### src/rtl/muldiv_ctrl.sv
// HI/LO multiply-divide sequencer: 32-step shift-add multiply and restoring
// divide, owning the architectural HI/LO pair and stalling issue while busy.
module muldiv_ctrl (
  input  logic        clk_i,
  input  logic        rst_ni,
  input  logic        start_i,
  input  logic [5:0]  funct_i,
  input  logic [31:0] rs_i,
  input  logic [31:0] rt_i,
  input  logic        read_i,
  output logic        busy_o,
  output logic        stall_o,
  output logic [31:0] rdata_o,
  output logic [31:0] hi_o,
  output logic [31:0] lo_o,
  output logic        div_zero_o
);

  localparam logic [5:0] F_MFHI  = 6'h10;
  localparam logic [5:0] F_MTHI  = 6'h11;
  localparam logic [5:0] F_MFLO  = 6'h12;
  localparam logic [5:0] F_MTLO  = 6'h13;
  localparam logic [5:0] F_MULT  = 6'h18;
  localparam logic [5:0] F_MULTU = 6'h19;
  localparam logic [5:0] F_DIV   = 6'h1A;
  localparam logic [5:0] F_DIVU  = 6'h1B;

  typedef enum logic [1:0] {S_IDLE, S_MUL, S_DIV, S_FIX} state_t;

  state_t      state_q, state_d;
  logic [4:0]  cnt_q, cnt_d;
  logic [31:0] hi_q, hi_d, lo_q, lo_d;
  logic        dz_q, dz_d;
  logic        op_div_q, op_div_d;
  logic        neg_q, neg_d;
  logic        rneg_q, rneg_d;
  logic [63:0] prod_q, prod_d;
  logic [63:0] mcand_q, mcand_d;
  logic [32:0] mplier_q, mplier_d;   // multiplier during MUL, divisor during DIV
  logic [31:0] rem_q, rem_d;
  logic [31:0] quo_q, quo_d;

  logic        is_mul, is_div, signed_op, a_neg, b_neg;
  logic [32:0] abs_a, abs_b;
  logic [32:0] trial;
  logic [63:0] prod_fix;

  // Operand magnitudes are 33 bits wide so that |0x80000000| = 2^31 is exact.
  assign is_mul    = (funct_i == F_MULT) || (funct_i == F_MULTU);
  assign is_div    = (funct_i == F_DIV)  || (funct_i == F_DIVU);
  assign signed_op = (funct_i == F_MULT) || (funct_i == F_DIV);
  assign a_neg     = signed_op & rs_i[31];
  assign b_neg     = signed_op & rt_i[31];
  assign abs_a     = a_neg ? (33'd0 - {rs_i[31], rs_i}) : {1'b0, rs_i};
  assign abs_b     = b_neg ? (33'd0 - {rt_i[31], rt_i}) : {1'b0, rt_i};

  always_ff @(posedge clk_i or negedge rst_ni) begin
    if (!rst_ni) begin
      state_q  <= S_IDLE;
      cnt_q    <= '0;
      hi_q     <= '0;
      lo_q     <= '0;
      dz_q     <= 1'b0;
      op_div_q <= 1'b0;
      neg_q    <= 1'b0;
      rneg_q   <= 1'b0;
      prod_q   <= '0;
      mcand_q  <= '0;
      mplier_q <= '0;
      rem_q    <= '0;
      quo_q    <= '0;
    end else begin
      state_q  <= state_d;
      cnt_q    <= cnt_d;
      hi_q     <= hi_d;
      lo_q     <= lo_d;
      dz_q     <= dz_d;
      op_div_q <= op_div_d;
      neg_q    <= neg_d;
      rneg_q   <= rneg_d;
      prod_q   <= prod_d;
      mcand_q  <= mcand_d;
      mplier_q <= mplier_d;
      rem_q    <= rem_d;
      quo_q    <= quo_d;
    end
  end

  always_comb begin
    state_d  = state_q;
    cnt_d    = cnt_q;
    hi_d     = hi_q;
    lo_d     = lo_q;
    dz_d     = 1'b0;
    op_div_d = op_div_q;
    neg_d    = neg_q;
    rneg_d   = rneg_q;
    prod_d   = prod_q;
    mcand_d  = mcand_q;
    mplier_d = mplier_q;
    rem_d    = rem_q;
    quo_d    = quo_q;
    trial    = {rem_q, quo_q[31]};
    prod_fix = neg_q ? (64'd0 - prod_q) : prod_q;

    unique case (state_q)
      S_IDLE: begin
        if (start_i) begin
          if (is_mul) begin
            state_d  = S_MUL;
            cnt_d    = '0;
            op_div_d = 1'b0;
            neg_d    = a_neg ^ b_neg;
            prod_d   = '0;
            mcand_d  = {31'd0, abs_a};
            mplier_d = abs_b;
          end else if (is_div) begin
            if (rt_i == 32'd0) begin
              lo_d = 32'hFFFF_FFFF;
              hi_d = rs_i;
              dz_d = 1'b1;
            end else begin
              state_d  = S_DIV;
              cnt_d    = '0;
              op_div_d = 1'b1;
              neg_d    = a_neg ^ b_neg;
              rneg_d   = a_neg;
              rem_d    = '0;
              quo_d    = abs_a[31:0];
              mplier_d = abs_b;
            end
          end else if (funct_i == F_MTHI) begin
            hi_d = rs_i;
          end else if (funct_i == F_MTLO) begin
            lo_d = rs_i;
          end
        end
      end
      S_MUL: begin
        if (mplier_q[0]) prod_d = prod_q + mcand_q;
        mcand_d  = mcand_q << 1;
        mplier_d = mplier_q >> 1;
        cnt_d    = cnt_q + 5'd1;
        if (cnt_q == 5'd31) state_d = S_FIX;
      end
      S_DIV: begin
        // Remainder is always below the divisor, so the low 32 bits of the
        // difference are exact.
        if (trial >= mplier_q) begin
          rem_d = trial[31:0] - mplier_q[31:0];
          quo_d = {quo_q[30:0], 1'b1};
        end else begin
          rem_d = trial[31:0];
          quo_d = {quo_q[30:0], 1'b0};
        end
        cnt_d = cnt_q + 5'd1;
        if (cnt_q == 5'd31) state_d = S_FIX;
      end
      S_FIX: begin
        if (op_div_q) begin
          lo_d = neg_q  ? (32'd0 - quo_q) : quo_q;
          hi_d = rneg_q ? (32'd0 - rem_q) : rem_q;
        end else begin
          hi_d = prod_fix[63:32];
          lo_d = prod_fix[31:0];
        end
        state_d = S_IDLE;
      end
      default: state_d = S_IDLE;
    endcase
  end

  assign busy_o     = (state_q != S_IDLE);
  assign stall_o    = busy_o & (start_i | read_i);
  assign rdata_o    = (funct_i == F_MFHI) ? hi_q :
                      (funct_i == F_MFLO) ? lo_q : 32'd0;
  assign hi_o       = hi_q;
  assign lo_o       = lo_q;
  assign div_zero_o = dz_q;

endmodule
### config.mk
export PLATFORM = sky130hd
export DESIGN_NAME = muldiv_ctrl
export DESIGN_NICKNAME = d
export VERILOG_FILES = /design/src/rtl/muldiv_ctrl.sv
export SDC_FILE = /design/constraint.sdc
export NUM_CORES = 1
export LEC_CHECK = 0
export CORE_MARGIN = 1.5
export CORE_UTILIZATION = 55
export DETAILED_ROUTE_END_ITERATION = 6
export HOLD_SLACK_MARGIN = 0.02
export PLACE_DENSITY = 0.76
export SYNTH_ARGS = -nofsm -noshare
export SYNTH_HDL_FRONTEND = slang
export SYNTH_SLANG_ARGS = --single-unit
### constraint.sdc
create_clock -name clk_i -period 5.34 [get_ports clk_i]
set_input_delay 1.068 -clock clk_i [delete_from_list [all_inputs] [get_ports clk_i]]
set_output_delay 1.068 -clock clk_i [all_outputs]
set_load 0.05 [all_outputs]
Word-level counts from Yosys, hierarchy flattened
Index checks and enable logic that the tools add are counted.
Storage, ports and cells
  memories: 0
  bits in writable memories: 0
  latch bits: 0
  output and inout port bits: 99
  bits of input ports: 74
  ROM bits: 0
  bits in registers: 300
Cells by class
  equal/unequal tests: 26
  multiplexer cells: 68
  div/mod/pow operators: 0
  reductions and logical operators: 22
  shift operators: 0
  $lt $le $gt $ge: 1
  bitwise logic cells: 7
  add/subtract/negate cells: 8
  multiply operators: 0
Operators by type and width (count)
  2-to-1 mux 32 bit: 26
  2-to-1 mux 64 bit: 6
  case mux 32 bit (2 select lines): 4
  case mux 64 bit (2 select lines): 2
  2-to-1 mux 33 bit: 6
  case mux 33 bit (2 select lines): 1
  subtractor 1 x 32 -> 33 bit (first input constant): 2
  adder 64 bit: 1
  subtractor 1 x 32 -> 32 bit (first input constant): 2
  subtractor 1 x 64 -> 64 bit (first input constant): 1
  equality test 6 x 5 -> 1 bit (second input constant): 8
  greater-or-equal comparator 33 bit: 1
  logical NOT 32 bit: 1
  subtractor 32 bit: 1
  2-to-1 mux 5 bit: 4
  AND reduction 4 bit: 5
  inequality test 3 bit (second input constant): 6
  AND reduction 5 bit: 3
  inequality test 2 bit (second input constant): 7
  2-to-1 mux 1 bit: 12
  nonzero test 2 bit: 6
  2-to-1 mux 2 bit: 5
  case mux 5 bit (2 select lines): 1
  case mux 2 bit (3 select lines): 1
  14 further kinds: 20

Longest topological paths before layout
Gate-level depths: netlist of the first run.
  word-level depth: 9
  gate-level depth with buffers: 15
  depth with buffers taken out: 14

Worst setup path after synthesis of the first run
OpenSTA, ideal clock, no wires.
  kind: input-to-reg
  from: input rt_i[21]
  to: register quo_q[0]
  arrival: 3.615 ns
  stages on the path: 10
  library setup time: 0.118 ns
  data required time: 5.222 ns
  path slack: 1.607 ns
  cell sequence: or4_1 nor4_1 nand4_1 or4_1 nand3_1 nor2_1 a21oi_1 clkbuf_1 a211oi_1 a21o_1
Between the ends
  longest elaborated chain between the ends: 3
RTL lines
  from (decl): line 9  | input logic [31:0] rt_i,
  logical NOT 32 bit: line 118  | if (rt_i == 32'd0) begin
  inequality test 2 bit (no source line)
  AND reduction 5 bit (no source line)
  to (signal assigned): line 85  | quo_q <= quo_d;
  to (decl): line 41  | logic [31:0] quo_q, quo_d;
No other way between the ends.
A chain may end at the register's enable or synchronous reset.

Worst setup path after layout of the first run
  from: input funct_i[4]
  to: output rdata_o[14]
Between the ends
  longest elaborated chain between the ends: 3
  elaborated cells on any way between the ends: 4
  classes of those cells: 2 x eq/ne; 2 x mux
RTL lines
  from (decl): line 7  | input logic [5:0] funct_i,
  equality test 6 x 5 -> 1 bit: line 176  | (funct_i == F_MFLO) ? lo_q : 32'd0;
  2-to-1 mux 32 bit: line 176
  2-to-1 mux 32 bit *: line 175  | assign rdata_o = (funct_i == F_MFHI) ? hi_q :
  to (decl): line 13  | output logic [31:0] rdata_o,
Mark *: on every way between the ends. The rest lies on a longest branch, timed or not.

==> results.yml, run 1 <==
status:
  run_status: "completed"
power:
  power_density_nw_per_um2: 629.1
  ir_worst_vdd_uv: 422.1
  power_w: 0.01701
  leakage_nw: 11.78
die:
  rows: 75
  die_y_um: 210.2
  die_x_um: 210.2
  core_um2: 42130
  io-pin-count: 173
  initial_core_util_pct: 56.03
  die-area_um2: 44180
cts:
  cts-hold-fix-buffers: 0
  clockRootBuffer: "clkbuf_16"
  cts.sinks: 300
  post_cts_resized: 0
  tritoncts: "yes"
  clockBufferDepth: 3
  cts-htree-levels: 2
  clkTransAtPathRegs_ns: 0.05
  post-cts-setup-buffers: 0
  cts_buffers: 38
  clock_latency_ns: 0.56
final_layout:
  n_fill_cell: 3616
  post-route-util_pct: 64.18
  layout-drive-gt1-share_pct: 4.735
  antenna_cells: 0
  seq_area_um2: 7510
  syn_to_final_growth_pct: 14.54
  final_nets: 3216
  multiInputGateArea_um2: 15170
  final_area_um2: 27040
routing:
  drtPass1Iterations: 5
  route.final.wire_length_um: 75250
  drtIter0Drc: 1916
  ant_nets: 0
  via_count: 22490
  drc_errors: 0
  wl_per_cell_um: 20.90
  vias_per_cell: 6.247
synth:
  async_flop_share_pct: 100.0
  yosys_most_used_dff: "dfrtp_1"
  synth-edff-count: 0
  ys_seq_elements: 300
  yosys_warnings: 0
  ys_types: 82
  synth_area_per_cell_um2: 7.954
  synth_nets: 3151
  ys_seq_area_share_pct: 31.80
  synthCells: 2968
  syn-cell-area_um2: 23610
sta:
  tightest_slew_ns: 1.076
  rsz0062_at_grt: "no"
  finalSetupViolations: 0
  finalCriticalPeriod_ns: 4.381
  report.final.slew_viol_count: 0
  finalWorstSetupSlack_ns: 0.9595
  period_share_pct: 82.03
  hold_viol: 0
  fin_skew_ns: 0.01699
  slew_headroom_pct: 28.25
  fmax_ghz: 0.2283
  tns_ns: 0
placed_design:
  dpl_cell_area_um2: 25650
  portBuffers: 172
  dp_slack_ns: 0.5870
  dp_hpwl_um: 57460
  place.gp.congestion: 0.9973
global_routing:
  overflow: 0
  antenna_found_initial: 2
  track_usage_pct: 34.04
  grt_max_degree: 127
  grt_pass1_wl_um: 119200
  grt_pass1_vias: 21540
worst_hold_path:
  hold_path_class: "reg -> reg"
  hold_path_depth: 2
job:
  drv_cap: 0
setup_path:
  reg2reg_depth: 10
  rrSetupSlack_ns: 1.13
  start_kind: "input port"
  crit_path_max_fanout: 32
  end_kind: "output port"
  worstSetupPathType: "in -> out"
  arrival_ns: 3.31
  required_ns: 4.27
==> worst paths after layout <==
path,from,to
max in group asynchronous,rst_ni,prod_q[55]
hold reg to reg,mplier_q[27],mplier_q[27]
setup / recovery,funct_i[4],rdata_o[14]
hold / removal,mplier_q[27],mplier_q[27]
setup reg to reg,prod_q[10],hi_o[17]
min in group asynchronous,rst_ni,hi_o[12]
==> per-stage QoR <==
step                      hold slack (ns)  instances
after floorplan                    0.4563       2968
after global placement             0.4691       3532
after detailed placement           0.4915       3532
after CTS                          0.5047       3601
after global routing               0.5325       3601
final                              0.5044       3601
==> worst max-delay path, stage by stage <==
cell and delay (ns):
clkdlybuf4s50_1 0.47, nor3b_1 0.45, nand2_1 0.09, buf_4 0.26, nor2_1 0.15, clkdlybuf4s50_1 0.81
==> placed cells by master (no fill, tap or decap), drive strengths merged, types with 107 or more instances in the layout <==
cell type,count
xor2,131
dfrtp,300
a21oi,234
clkdlybuf4s50,170
mux2i,121
o21ai,345
nand2,495
xnor2,125
nor2,208
ha,107
==> flip-flops by register name (all words and copies together), names as in the netlist <==
signal,flops
cnt_q,5
div_zero_o,1
hi_o,32
lo_o,32
mcand_q,64
mplier_q,33
neg_q,1
op_div_q,1
prod_q,64
quo_q,32
rem_q,32
rneg_q,1
state_q,2
==> synth_stat cells (6+ instances only) <==
| library cell | instances | area (um^2) |
|---|---|---|
| o311ai_0 | 16 | 140.1 |
| buf_2 | 11 | 55.05 |
| inv_1 | 88 | 330.3 |
| xor2_1 | 131 | 1147 |
| a211oi_1 | 16 | 120.1 |
| o211ai_1 | 23 | 172.7 |
| nand4_1 | 32 | 200.2 |
| a21oi_1 | 233 | 1166 |
| a221o_1 | 10 | 100.1 |
| clkbuf_1 | 154 | 578.1 |
| o21ai_1 | 26 | 130.1 |
| nor4_1 | 17 | 106.4 |
| dfrtp_1 | 300 | 7507 |
| o21ai_0 | 318 | 1592 |
| a21o_1 | 50 | 375.4 |
| nand3_1 | 24 | 120.1 |
| nand2_1 | 495 | 1858 |
| o31ai_1 | 66 | 495.5 |
| mux2i_1 | 121 | 1211 |
| xnor2_1 | 125 | 1095 |
| buf_1 | 10 | 37.54 |
| o21bai_1 | 25 | 187.7 |
| a221oi_1 | 8 | 70.07 |
| nor3b_1 | 6 | 45.04 |
| nor2b_1 | 10 | 62.56 |
| a31oi_1 | 26 | 162.7 |
| o221ai_1 | 16 | 140.1 |
| and3_1 | 13 | 81.33 |
| nand2b_1 | 17 | 106.4 |
| o22ai_1 | 12 | 75.07 |
| a22o_1 | 7 | 61.31 |
| o41ai_1 | 21 | 183.9 |
| o21a_1 | 15 | 112.6 |
| or4_1 | 25 | 187.7 |
| ha_1 | 107 | 1339 |
| nor3_1 | 41 | 205.2 |
| nor2_1 | 208 | 780.8 |
| or3_1 | 29 | 181.4 |
| and2_1 | 14 | 87.58 |
==> report_power, final <==
group          switching [W]  internal, W
combinational        0.00637      0.00364
clock                0.00106      0.00179
sequential           0.00108      0.00306
==> final cells by class <==
type | instances | share of cell area [%]
multi-input cells | 2401 | 56.09
flip-flops and latches | 300 | 27.77
repair buffers | 201 | 7.264
clock inverters | 17 | 1.023
clock buffers | 52 | 4.095
inverters | 91 | 1.263
well taps | 539 | 2.494
==> logic make-up (layout without fill, tap and decap cells) <==
family	Yosys count	count (layout)	synth area share (%)
AOI/OAI and AO/OA	943	943	24.60
xor gates and xnor gates	256	256	9.498
adders and majority gates	109	109	5.841
buffers and inverters	267	361	4.309
DFF	300	300	31.80
muxes	126	126	5.417
and+or+nand+nor	967	967	18.53
==> routing by layer <==
layer	part of all wire (%)	GRT usage, %	vias to the layer above
met5	0.023	0	-
li1	-	-	10790
met1	40	41.92	10660
met4	5.6	17.91	2
met2	48	57.25	824
met3	6.6	5.810	226
Note: power is estimated with default switching activity, not from simulation.
==> run 2: changes to the inputs <==
Settings changed: PLACE_DENSITY 0.76 to 0.79.
Clock period 5.34 ns to 3.5 ns, I/O delays scaled along.
==> results.yml, run 2 (synthesis results as in run 1) <==
setup_path:
  rr_startpoint: "prod_q[8]"
  arrival_ns: 4.04
  worstSetupPathType: "reg -> reg"
  rrSetupSlack_ns: -0.11
  r2r-end: "hi_o[20]"
  end_kind: "register"
  endpoint: "hi_o[20]"
  required_ns: 3.93
  reg2reg_depth: 11
  start_kind: "register"
  crit_path_max_fanout: 5
  crit_start: "prod_q[8]"
sta:
  fin_skew_ns: 0.02872
  tightest_slew_ns: 1.086
  finalSetupViolations: 10
  slew_headroom_pct: 27.58
  finalCriticalPeriod_ns: 3.612
  holdWs_ns: 0.1521
  rsz0062_at_grt: "yes"
  report.final.slew_viol_count: 0
  hold_viol: 0
  period_share_pct: 103.2
  fmax_ghz: 0.2769
  finalWorstSetupSlack_ns: -0.1116
cts:
  cts-hold-fix-buffers: 0
  clockRootBuffer: "clkbuf_16"
  clockBufferDepth: 3
  cts-htree-levels: 2
  clock_latency_ns: 0.58
  cts.sinks: 300
  cts_buffers: 38
  tritoncts: "yes"
  clkTransAtPathRegs_ns: 0.06
job:
  drv_cap: 0
final_layout:
  syn_to_final_growth_pct: 27.15
  n_fill_cell: 3215
  final_nets: 3498
  final_common_cell: "nand2_1"
  layout_common_cells: "nand2_1 (493), o21ai_0 (306), dfrtp_1 (298), buf_4 (286), a21oi_1 (224)"
  top_regs: "mcand_q: 64 flops, prod_q: 64 flops, mplier_q: 33 flops"
  layout-drive-gt1-share_pct: 15.58
  final_area_um2: 30020
status:
  violations: "setup timing"
  run_status: "finished with violations"
routing:
  wl_per_cell_um: 20.98
  via_count: 24130
  drc_errors: 0
  ant_nets: 0
  vias_per_cell: 6.213
  drtIter0Drc: 2247
  route.final.wire_length_um: 81480
  drtPass1Iterations: 7
die:
  io-pin-count: 173
  core_um2: 42130
  die_x_um: 210.2
  initial_core_util_pct: 56.03
  rows: 75
  die_y_um: 210.2
  die-area_um2: 44180
global_routing:
  grt_max_degree: 127
  grt_pass1_wl_um: 125600
  grt_pass1_vias: 23240
  track_usage_pct: 36.04
  overflow: 0
  antenna_found_initial: 1
power:
  power_density_nw_per_um2: 939.4
  leakage_nw: 13.48
  ir_worst_vdd_uv: 668.6
placed_design:
  place.gp.congestion: 1.010
  dpl_cell_area_um2: 28190
  dp_hpwl_um: 61960
  portBuffers: 172
worst_hold_path:
  hold_path_class: "in -> async"
[run 2: cell type report]
type                       count  area [um^2]  share of cell area [%]
antenna                        1        2.502                0.008337
clock buffer                  57         1176                   3.918
clock inverter                11        110.1                  0.3668
inverter                      91        341.6                   1.138
multi-input combinational   2401        15560                   51.84
sequential                   300         7510                   25.02
tap                          539        674.4                   2.247
timing repair buffer         483         4642                   15.46
[run 2: worst min-delay path by stage]
stage | from | endpoint
2_1_floorplan | rst_ni | cnt_q[0]
3_3_place_gp | cnt_q[4] | cnt_q[4]
3_5_place_dp | cnt_q[4] | cnt_q[4]
4_1_cts | rst_ni | state_q[1]
5_1_grt | rst_ni | lo_o[15]
6_report | rst_ni | state_q[0]
[run 2: per-stage QoR]
stage / util [%] / TNS (ns) / setup WS [ns] / cells / power (W)
2_1_floorplan: - / 0 / 0.1352 / 2968 / 0.01682
3_3_place_gp: 66.90 / -41.81 / -0.3652 / 3801 / 0.02258
3_5_place_dp: 66.90 / -50.75 / -0.4847 / 3801 / 0.02311
6_report: 71.24 / -0.5501 / -0.1116 / 3883 / 0.02820
5_1_grt: 71.24 / -1.509 / -0.1739 / 3883 / 0.02978
4_1_cts: 70.24 / -0.04403 / -0.02477 / 3869 / 0.02742
[run 2: report_power, final]
group	total, W	internal (W)	switching (W)
Combinational	0.0180	0.00718	0.0109
Clock	0.00407	0.00246	0.00160
Sequential	0.00609	0.00467	0.00142
Total	0.0282	0.0143	0.0139
[run 2: repair_timing]
| action | 4_1_cts | 5_1_grt |
|---|---|---|
| buffers inserted | 0 | 11 |
| gates cloned | 0 | 2 |
| hold endpoints to repair | 0 | 0 |
| setup endpoints to repair | 25 | 96 |
| resized for setup | 30 | 65 |
| pin swaps | 4 | 37 |
[run 2: routing by layer]
metal  wire length, um  vias up  track usage [%]
li1                  -    11330                -
met1             32060    11480            44.39
met2             39210     1054            60.66
met3              5303      255            4.633
met4              4900        0            21.36
met5                 0        -                0
[run 2: critical path, stage by stage (launching register included)]
cell and delay [ns]:
dfrtp_1 0.39, or4_4 0.56, or4b_4 0.60, nor4_4 0.33, buf_4 0.20, nand4_1 0.17, buf_4 0.20, o41ai_4 0.24
xor2_2 0.26, o21ai_2 0.15, mux2i_2 0.26, a21oi_1 0.11
